$ cat src/rtl/regs_write_arbiter_if.sv
// regs_write_arbiter_if: requester-side handshake and register-file write bus for the write arbiter.
interface regs_write_arbiter_if;
    logic [3:0] req;
    logic [2:0] wreg0, wreg1, wreg2, wreg3;
    logic       wisReg0, wisReg1, wisReg2, wisReg3;
    logic       hold;
    logic [3:0] ack;
    logic       isWrite;
    logic [2:0] writeReg;
    logic       isRegW;
    logic [2:0] dataSel;
    logic       err;
    logic       busy;
    modport master (
        output req, wreg0, wreg1, wreg2, wreg3, wisReg0, wisReg1, wisReg2, wisReg3, hold,
        input  ack, isWrite, writeReg, isRegW, dataSel, err, busy
    );
    modport slave (
        input  req, wreg0, wreg1, wreg2, wreg3, wisReg0, wisReg1, wisReg2, wisReg3, hold,
        output ack, isWrite, writeReg, isRegW, dataSel, err, busy
    );
endinterface

$ cat src/rtl/regs_write_arbiter.sv
// regs_write_arbiter: round-robin arbiter granting one register-file write per cycle among four requesters.
module regs_write_arbiter (
    input logic                 CLK,
    input logic                 RST_N,
    regs_write_arbiter_if.slave bus
);
    typedef enum logic {IDLE, GRANT} state_t;
    state_t     state;
    logic [1:0] ptr;
    logic [3:0] eligible;
    logic [1:0] w;
    logic       found;
    logic [2:0] wregW;
    logic       wisRegW;
    logic       legal;
    // ack is only nonzero in GRANT; masking it stops a 1-cycle req tail from re-winning
    assign eligible = (state == GRANT) ? bus.req & ~bus.ack : bus.req;
    assign bus.busy = |(bus.req & ~bus.ack);
    always_comb begin
        w = ptr;
        found = 1'b0;
        for (int k = 0; k < 4; k++) begin
            if (!found && eligible[ptr + 2'(k)]) begin
                w = ptr + 2'(k);
                found = 1'b1;
            end
        end
    end
    assign wregW   = (w == 2'd0) ? bus.wreg0 : (w == 2'd1) ? bus.wreg1 : (w == 2'd2) ? bus.wreg2 : bus.wreg3;
    assign wisRegW = (w == 2'd0) ? bus.wisReg0 : (w == 2'd1) ? bus.wisReg1 : (w == 2'd2) ? bus.wisReg2 : bus.wisReg3;
    assign legal   = wisRegW || (wregW <= 3'd5);
    always_ff @(posedge CLK) begin
        if (!RST_N) begin
            state        <= IDLE;
            ptr          <= 2'd0;
            bus.ack      <= 4'd0;
            bus.isWrite  <= 1'b0;
            bus.writeReg <= 3'd0;
            bus.isRegW   <= 1'b0;
            bus.dataSel  <= 3'd0;
            bus.err      <= 1'b0;
        end else if (found && !bus.hold) begin
            state        <= GRANT;
            ptr          <= w + 2'd1;
            bus.ack      <= 4'b0001 << w;
            bus.isWrite  <= legal;
            bus.err      <= !legal;
            bus.writeReg <= legal ? wregW : 3'd0;
            bus.isRegW   <= legal && wisRegW;
            bus.dataSel  <= legal ? {1'b0, w} + 3'd1 : 3'd0;
        end else begin
            state        <= IDLE;
            bus.ack      <= 4'd0;
            bus.isWrite  <= 1'b0;
            bus.writeReg <= 3'd0;
            bus.isRegW   <= 1'b0;
            bus.dataSel  <= 3'd0;
            bus.err      <= 1'b0;
        end
    end
endmodule

$ cat src/flat_wrapper.sv
// flat-port wrapper written by rule: the top's interface ports become plain ports
module regs_write_arbiter_flat 
  (CLK, RST_N, bus_req, bus_wreg0, bus_wreg1, bus_wreg2, bus_wreg3, bus_wisReg0, bus_wisReg1, bus_wisReg2, bus_wisReg3, bus_hold, bus_ack, bus_isWrite, bus_writeReg, bus_isRegW, bus_dataSel, bus_err, bus_busy);
  regs_write_arbiter_if bus_i ();
  input logic CLK;
  input logic RST_N;
  input wire logic [$bits(bus_i.req)-1:0] bus_req;
  input wire logic [$bits(bus_i.wreg0)-1:0] bus_wreg0;
  input wire logic [$bits(bus_i.wreg1)-1:0] bus_wreg1;
  input wire logic [$bits(bus_i.wreg2)-1:0] bus_wreg2;
  input wire logic [$bits(bus_i.wreg3)-1:0] bus_wreg3;
  input wire logic [$bits(bus_i.wisReg0)-1:0] bus_wisReg0;
  input wire logic [$bits(bus_i.wisReg1)-1:0] bus_wisReg1;
  input wire logic [$bits(bus_i.wisReg2)-1:0] bus_wisReg2;
  input wire logic [$bits(bus_i.wisReg3)-1:0] bus_wisReg3;
  input wire logic [$bits(bus_i.hold)-1:0] bus_hold;
  output wire logic [$bits(bus_i.ack)-1:0] bus_ack;
  output wire logic [$bits(bus_i.isWrite)-1:0] bus_isWrite;
  output wire logic [$bits(bus_i.writeReg)-1:0] bus_writeReg;
  output wire logic [$bits(bus_i.isRegW)-1:0] bus_isRegW;
  output wire logic [$bits(bus_i.dataSel)-1:0] bus_dataSel;
  output wire logic [$bits(bus_i.err)-1:0] bus_err;
  output wire logic [$bits(bus_i.busy)-1:0] bus_busy;
  assign bus_i.req = bus_req;
  assign bus_i.wreg0 = bus_wreg0;
  assign bus_i.wreg1 = bus_wreg1;
  assign bus_i.wreg2 = bus_wreg2;
  assign bus_i.wreg3 = bus_wreg3;
  assign bus_i.wisReg0 = bus_wisReg0;
  assign bus_i.wisReg1 = bus_wisReg1;
  assign bus_i.wisReg2 = bus_wisReg2;
  assign bus_i.wisReg3 = bus_wisReg3;
  assign bus_i.hold = bus_hold;
  assign bus_ack = bus_i.ack;
  assign bus_isWrite = bus_i.isWrite;
  assign bus_writeReg = bus_i.writeReg;
  assign bus_isRegW = bus_i.isRegW;
  assign bus_dataSel = bus_i.dataSel;
  assign bus_err = bus_i.err;
  assign bus_busy = bus_i.busy;
  regs_write_arbiter u_core (.CLK(CLK), .RST_N(RST_N), .bus(bus_i));
endmodule
$ cat config.mk
export PLATFORM = sky130hd
export DESIGN_NAME = regs_write_arbiter_flat
export DESIGN_NICKNAME = d
export VERILOG_FILES = /design/src/rtl/regs_write_arbiter_if.sv /design/src/rtl/regs_write_arbiter.sv /design/src/flat_wrapper.sv
export SDC_FILE = /design/constraint.sdc
export NUM_CORES = 1
export LEC_CHECK = 0
export BUFFER_PORTS_ARGS = -buffer_cell sky130_fd_sc_hd__buf_2
export CAP_MARGIN = 20
export CORE_MARGIN = 8
export CORE_UTILIZATION = 50
export CTS_CLUSTER_SIZE = 24
export DETAILED_ROUTE_END_ITERATION = 10
export PLACE_DENSITY = 0.9
export RECOVER_POWER = 25
export SYNTH_ARGS = -nofsm -noshare
export SYNTH_HDL_FRONTEND = slang
export SYNTH_SLANG_ARGS = --single-unit
$ cat constraint.sdc
create_clock -name CLK -period 5.59 [get_ports CLK]
set_input_delay 1.118 -clock CLK [delete_from_list [all_inputs] [get_ports CLK]]
set_output_delay 1.118 -clock CLK [all_outputs]
set_load 0.005 [all_outputs]
==> reports/qor.yml, run 1 <==
ctsResizeCount: 0
synthCells: 92
grt_pass1_vias: 839
seqCellArea_um2: 320
period_needed_ns: 3.18
grt_max_degree: 10
synth_top_area_cell: "dfxtp_1"
crit_fanout: 7
worstPathArrival_ns: 3.35
relSlewSlack_pct: 64.3
synthTopCellsByCount: "16 x dfxtp_1, 15 x nor2_1, 8 x inv_1, 6 x mux2i_1"
timing.max_cap.violations: 0
timing_worst_setup_path_type: "input port to register"
htree_levels: 1
syn-num-nets: 119
vias_per_cell: 5.11
grt_pass1_wl_um: 3460
fin_nets: 159
cp-startpoint: "bus_req[1]"
r2r_cells: 10
power_density_nw_per_um2: 289
cts.sinks: 16
drt-initial-drc-count: 27
clk_pin_slew_worst_paths_ns: 0.09
fin_area_um2: 1120
track_usage_pct: 12.6
grt_overflow_total: 0
dpl.hpwl_um: 1700
ios: 37
fmax_ghz: 0.314
std_cell_rows: 15
place.gp.congestion: 0.826
die_area_um2: 3410
synth_seq_cells: 16
core_um2: 1710
antenna_found_initial: 0
fp.dieW_um: 58.4
fin_crit_sh_pct: 56.9
cts_buffers: 3
final_hold_viol_count: 0
worstPathRequired_ns: 5.76
hold_buffers: 0
diodes: 0
fin_skew_ns: 0.00340
io_buffers: 36
setup-violations-final: 0
avgSynthCellArea_um2: 9.78
hold_class: "register to register"
drv_slew: 0
routed_wl_um: 2090
leakage_nw: 0.533
synth_top_area_share_pct: 35.6
avgRoutedWirePerCell_um: 13.4
synth_top_flop_cell: "dfxtp_1"
syn2layout_area_growth_pct: 24.1
rrSetupSlack_ns: 2.98
clk_latency_ns: 0.28
cts-root-buf: "clkbuf_4"
layout-drive-gt1-share_pct: 38.9
finish.utilization_pct: 65.3
ys_seq_area_share_pct: 35.6
fillCellCount: 156
outcome: "finished clean"
rsz0062_at_grt: "false"
layoutNonFillerInstCount: 156
timing.rr.end: "u_core.bus.writeReg[1]"
num_vias: 797
synthArstFlopShare_pct: 0
remaining_drc_errors: 0
dp_cells: 152
yosysUniqueCellTypes: 31
yosysMostFrequentCell: "dfxtp_1"
cts_buffer_depth: 2
startpoint_type: "input port"
ys_warn_count: 0
crit_path_end: "u_core.bus.writeReg[1]"
worst_slew_pin_slew_ns: 0.533
cts_tree: "done"
timing.rr.start: "u_core.state"
antenna_left: 0
postCtsSetupBuffers: 0
placed_area_um2: 1100
ir_drop_uv: 180
fp.dieH_um: 58.4
multiInputGateArea_um2: 510
syn-cell-area_um2: 900
fin_setup_tns_ns: 0
first_pass_iters: 5
end_kind: "register"
synth.area.top_cells: "dfxtp_1 36%, mux2i_1 6.7%, nor2_1 6.3%, ha_1 5.6%, a21bo_2 3.3%"
synth_edf_count: 0
initial_core_util_pct: 52.7
placed cells by master, fill, tap and decap left out, types with 3 or more instances in the layout:
master    Yosys  layout
buf_2         0      32
dfxtp_1      16      16
nor2_1       15      15
inv_1         8       8
mux2i_1       6       6
nand2b_1      4       4
a21oi_1       4       4
ha_1          4       4
a21bo_2       3       3
o21ai_0       3       3
nand2_1       3       3
clkbuf_4      0       3
clkbuf_1      0       3
worst max-delay path, cell delays in order:
cell and delay, ns:
buf_2 0.11, a21boi_0 0.26, o221ai_1 0.20, a22oi_4 0.32, inv_1 0.10, ha_1 0.29, mux2i_1 0.18, a211oi_4 0.33
a21oi_2 0.13, o21ai_4 0.22, nor2_1 0.07
kinds of logic after synthesis:
| group | share of synthesized area [%] |
|---|---|
| AO/OA/AOI/OAI | 26.4 |
| adder cells (fa/ha/maj) | 5.56 |
| buffers and inverters | 5.98 |
| flip-flops | 35.6 |
| multiplexers | 10.4 |
| AND/OR/NAND/NOR | 16.0 |
final cells by class:
type / instances / area share (%)
timing repair buffer: 36 / 15.7
clock buffer: 4 / 3.25
tap: 25 / 2.80
sequential: 16 / 28.7
multi-input combinational: 65 / 45.7
inverter: 10 / 3.81
sequential cells by signal, indices dropped and copies added (netlist names):
register / flops
u_core.bus.ack: 4
u_core.bus.dataSel: 3
u_core.bus.writeReg: 3
u_core.ptr: 2
u_core.bus.err: 1
u_core.bus.isRegW: 1
u_core.bus.isWrite: 1
u_core.state: 1
power breakdown:
| part | switching [mW] | internal (mW) |
|---|---|---|
| sequential | 0.00650 | 0.125 |
| combinational | 0.0654 | 0.0517 |
| clock | 0.0342 | 0.0396 |
through the flow:
stage               power [mW]  hold slack [ns]  setup WS, ns
finish                   0.322            0.574          2.41
global route             0.341            0.619          2.26
CTS                      0.326            0.577          2.42
detailed placement       0.251            0.563          2.13
global placement         0.248            0.548          2.22
floorplan                0.223            0.519          2.45
metal layers:
layer / vias to the layer above / share of wire [%] / track usage (%)
met5: - / 0 / 0
met4: 0 / 0.57 / 3.15
met3: 2 / 7.1 / 4.13
met2: 32 / 50 / 23.8
met1: 369 / 42 / 12.9
li1: 394 / - / -
worst min path at each step:
stage                             start             to  cells past startpoint
after floorplan           u_core.ptr[1]  u_core.ptr[1]                      2
after global placement    u_core.ptr[1]  u_core.ptr[1]                      2
after detailed placement  u_core.ptr[1]  u_core.ptr[1]                      2
after CTS                 u_core.ptr[1]  u_core.ptr[1]                      2
after global routing      u_core.ptr[1]  u_core.ptr[1]                      2
final                     u_core.ptr[1]  u_core.ptr[1]                      2
No activity file was read; power rests on OpenSTA's default activity.
==> inputs of run 2 (changes only) <==
--- a/config.mk
+++ b/config.mk
@@ -8,10 +8,10 @@
 export BUFFER_PORTS_ARGS = -buffer_cell sky130_fd_sc_hd__buf_2
 export CAP_MARGIN = 20
 export CORE_MARGIN = 8
-export CORE_UTILIZATION = 50
+export CORE_UTILIZATION = 42
 export CTS_CLUSTER_SIZE = 24
 export DETAILED_ROUTE_END_ITERATION = 10
-export PLACE_DENSITY = 0.9
+export PLACE_DENSITY = 0.81
 export RECOVER_POWER = 25
 export SYNTH_ARGS = -nofsm -noshare
 export SYNTH_HDL_FRONTEND = slang
==> constraint.sdc (replaced) <==
create_clock -name CLK -period 2.9 [get_ports CLK]
set_input_delay 0.58 -clock CLK [delete_from_list [all_inputs] [get_ports CLK]]
set_output_delay 0.58 -clock CLK [all_outputs]
set_load 0.005 [all_outputs]
==> run 2 against run 1 <==
Clock power rose by 91%. Combinational power grew 93%. Die area is 14% higher. Clock-buffer cell count is the same. Sequential cell count is the same. Sequential share of layout area down 0.29 points. Critical path type unchanged. Highest routed layer is now met3.
==> reports/qor.yml, run 2 (same netlist as run 1, synthesis figures left out) <==
outcome: "finished clean"
slowest_stage: "mux2_2"
hold_class: "input port to register"
finish.utilization_pct: 56.3
slowest_delay_ns: 0.39
fmax_ghz: 0.389
antenna_left: 0
grt_overflow_total: 0
setup-violations-final: 0
fin_nets: 160
drv_slew: 0
power_density_nw_per_um2: 551
core_um2: 2000
vias_per_cell: 4.93
die_area_um2: 3880
wl_met1_um: 911
worstPathRequired_ns: 3.07
fp.dieW_um: 62.3
cts_buffers: 3
leakage_nw: 0.542
layout-drive-gt1-share_pct: 40.2
worst_slew_pin_slew_ns: 0.521
avgRoutedWirePerCell_um: 12.7
initial_core_util_pct: 44.9
cts-root-buf: "clkbuf_4"
hold_buffers: 0
cp_num_buf_inv: 1
timing.max_cap.violations: 0
worstPathArrival_ns: 2.74
crit_fanout: 6
end_kind: "register"
track_usage_pct: 10.4
crit_chain: "buf_2 -> a21bo_2 -> nor3_1 -> nor4_1 -> a21oi_2 -> ha_1 -> mux2_2 -> mux2i_4 -> a21oi_2 -> o21ai_4 -> nor2_1"
rrSetupSlack_ns: 0.34
final_cell_mix: "33 x buf_2, 16 x dfxtp_1, 15 x nor2_1"
fin_skew_ns: 0.00213
routed_wl_um: 2020
grt_pass1_wl_um: 3550
whs_path_depth: 3
drt-initial-drc-count: 15
regMostFlops: "u_core.bus.ack"
ir_drop_uv: 251
std_cell_rows: 16
syn2layout_area_growth_pct: 25.3
cts_tree: "done"
first_pass_iters: 4
grt_max_degree: 10
critical-path-top-delay-family: "compound AO/OA/AOI/OAI gates"
startpoint_type: "input port"
cp-startpoint: "bus_req[2]"
timing.rr.start: "u_core.state"
route.met3.wl_um: 184
fin_setup_tns_ns: 0
fin_area_um2: 1130
htree_levels: 1
num_vias: 784
wl_met2_um: 927
ios: 37
timing.rr.end: "u_core.bus.writeReg[0]"
top_layer: "met3"
fp.dieH_um: 62.3
final_hold_viol_count: 0
crit_cells: 11
crit_path_end: "u_core.bus.writeReg[0]"
clk_latency_ns: 0.27
dpl.hpwl_um: 1760
diodes: 0
remaining_drc_errors: 0
ctsResizeCount: 0
rsz0062_at_grt: "false"
cts_buffer_depth: 2
largest_register_ffs: 4
fillCellCount: 195
reg_top3: "u_core.bus.ack (4), u_core.bus.dataSel (3), u_core.bus.writeReg (3)"
fin_crit_sh_pct: 88.6
place.gp.congestion: 0.815
relSlewSlack_pct: 65.1
antenna_found_initial: 0
period_needed_ns: 2.57
r2r_cells: 10
postCtsSetupBuffers: 0
io_buffers: 36
placed_area_um2: 1110
clk_pin_slew_worst_paths_ns: 0.09
final_common_cell: "buf_2"
cp_common_cell: "a21oi_2"
grt_pass1_vias: 836
timing_worst_setup_path_type: "input port to register"
cts.sinks: 16
==> run 2: cell count changes in the layout (fill, tap and decap cells not counted) <==
cell   previous run  this run
buf_4             0         1
buf_2            32        33
buf_1             1         0
==> run 2: worst min-delay path by stage <==
stage                        from                      to  slack, ns
floorplan           u_core.ptr[1]           u_core.ptr[1]       0.52
global placement    u_core.ptr[1]           u_core.ptr[1]       0.54
detailed placement  u_core.ptr[1]           u_core.ptr[1]       0.56
CTS                  bus_wreg0[0]  u_core.bus.writeReg[0]       0.54
global route         bus_wreg0[0]  u_core.bus.writeReg[0]       0.55
finish               bus_wreg0[0]  u_core.bus.writeReg[0]       0.55
==> run 2: final cells by class <==
| type | count | area [µm²] | area share, % |
|---|---|---|---|
| clock buffers | 4 | 36.3 | 3.22 |
| repair buffers | 37 | 184 | 16.3 |
| multi-input cells | 65 | 510 | 45.3 |
| well taps | 27 | 33.8 | 3.00 |
| inverters | 10 | 42.5 | 3.77 |
| flip-flops and latches | 16 | 320 | 28.4 |
==> run 2: stage by stage <==
stage          power, mW  hold WS, ns  cells  setup slack (ns)
2_1_floorplan      0.429        0.519     92             0.303
3_3_place_gp       0.484        0.545    155             0.122
3_5_place_dp       0.490        0.562    155            0.0109
4_1_cts            0.631        0.545    159             0.308
5_1_grt            0.662        0.547    159             0.170
6_report           0.621        0.547    159             0.331
==> run 2: layer usage <==
layer,vias up,global-route usage (%)
li1,400,-
met1,351,11.8
met2,33,17.9
met3,0,4.48
met4,0,1.71
met5,-,0
==> run 2: worst min-delay path, cell delays in order <==
cell and delay (ns):
buf_2 0.08, mux2i_1 0.05, nor2_1 0.08
==> run 2: power breakdown <==
| group | total [mW] | switching, mW | internal (mW) |
|---|---|---|---|
| logic | 0.226 | 0.123 | 0.103 |
| registers | 0.254 | 0.0130 | 0.241 |
| clock network | 0.141 | 0.0646 | 0.0763 |
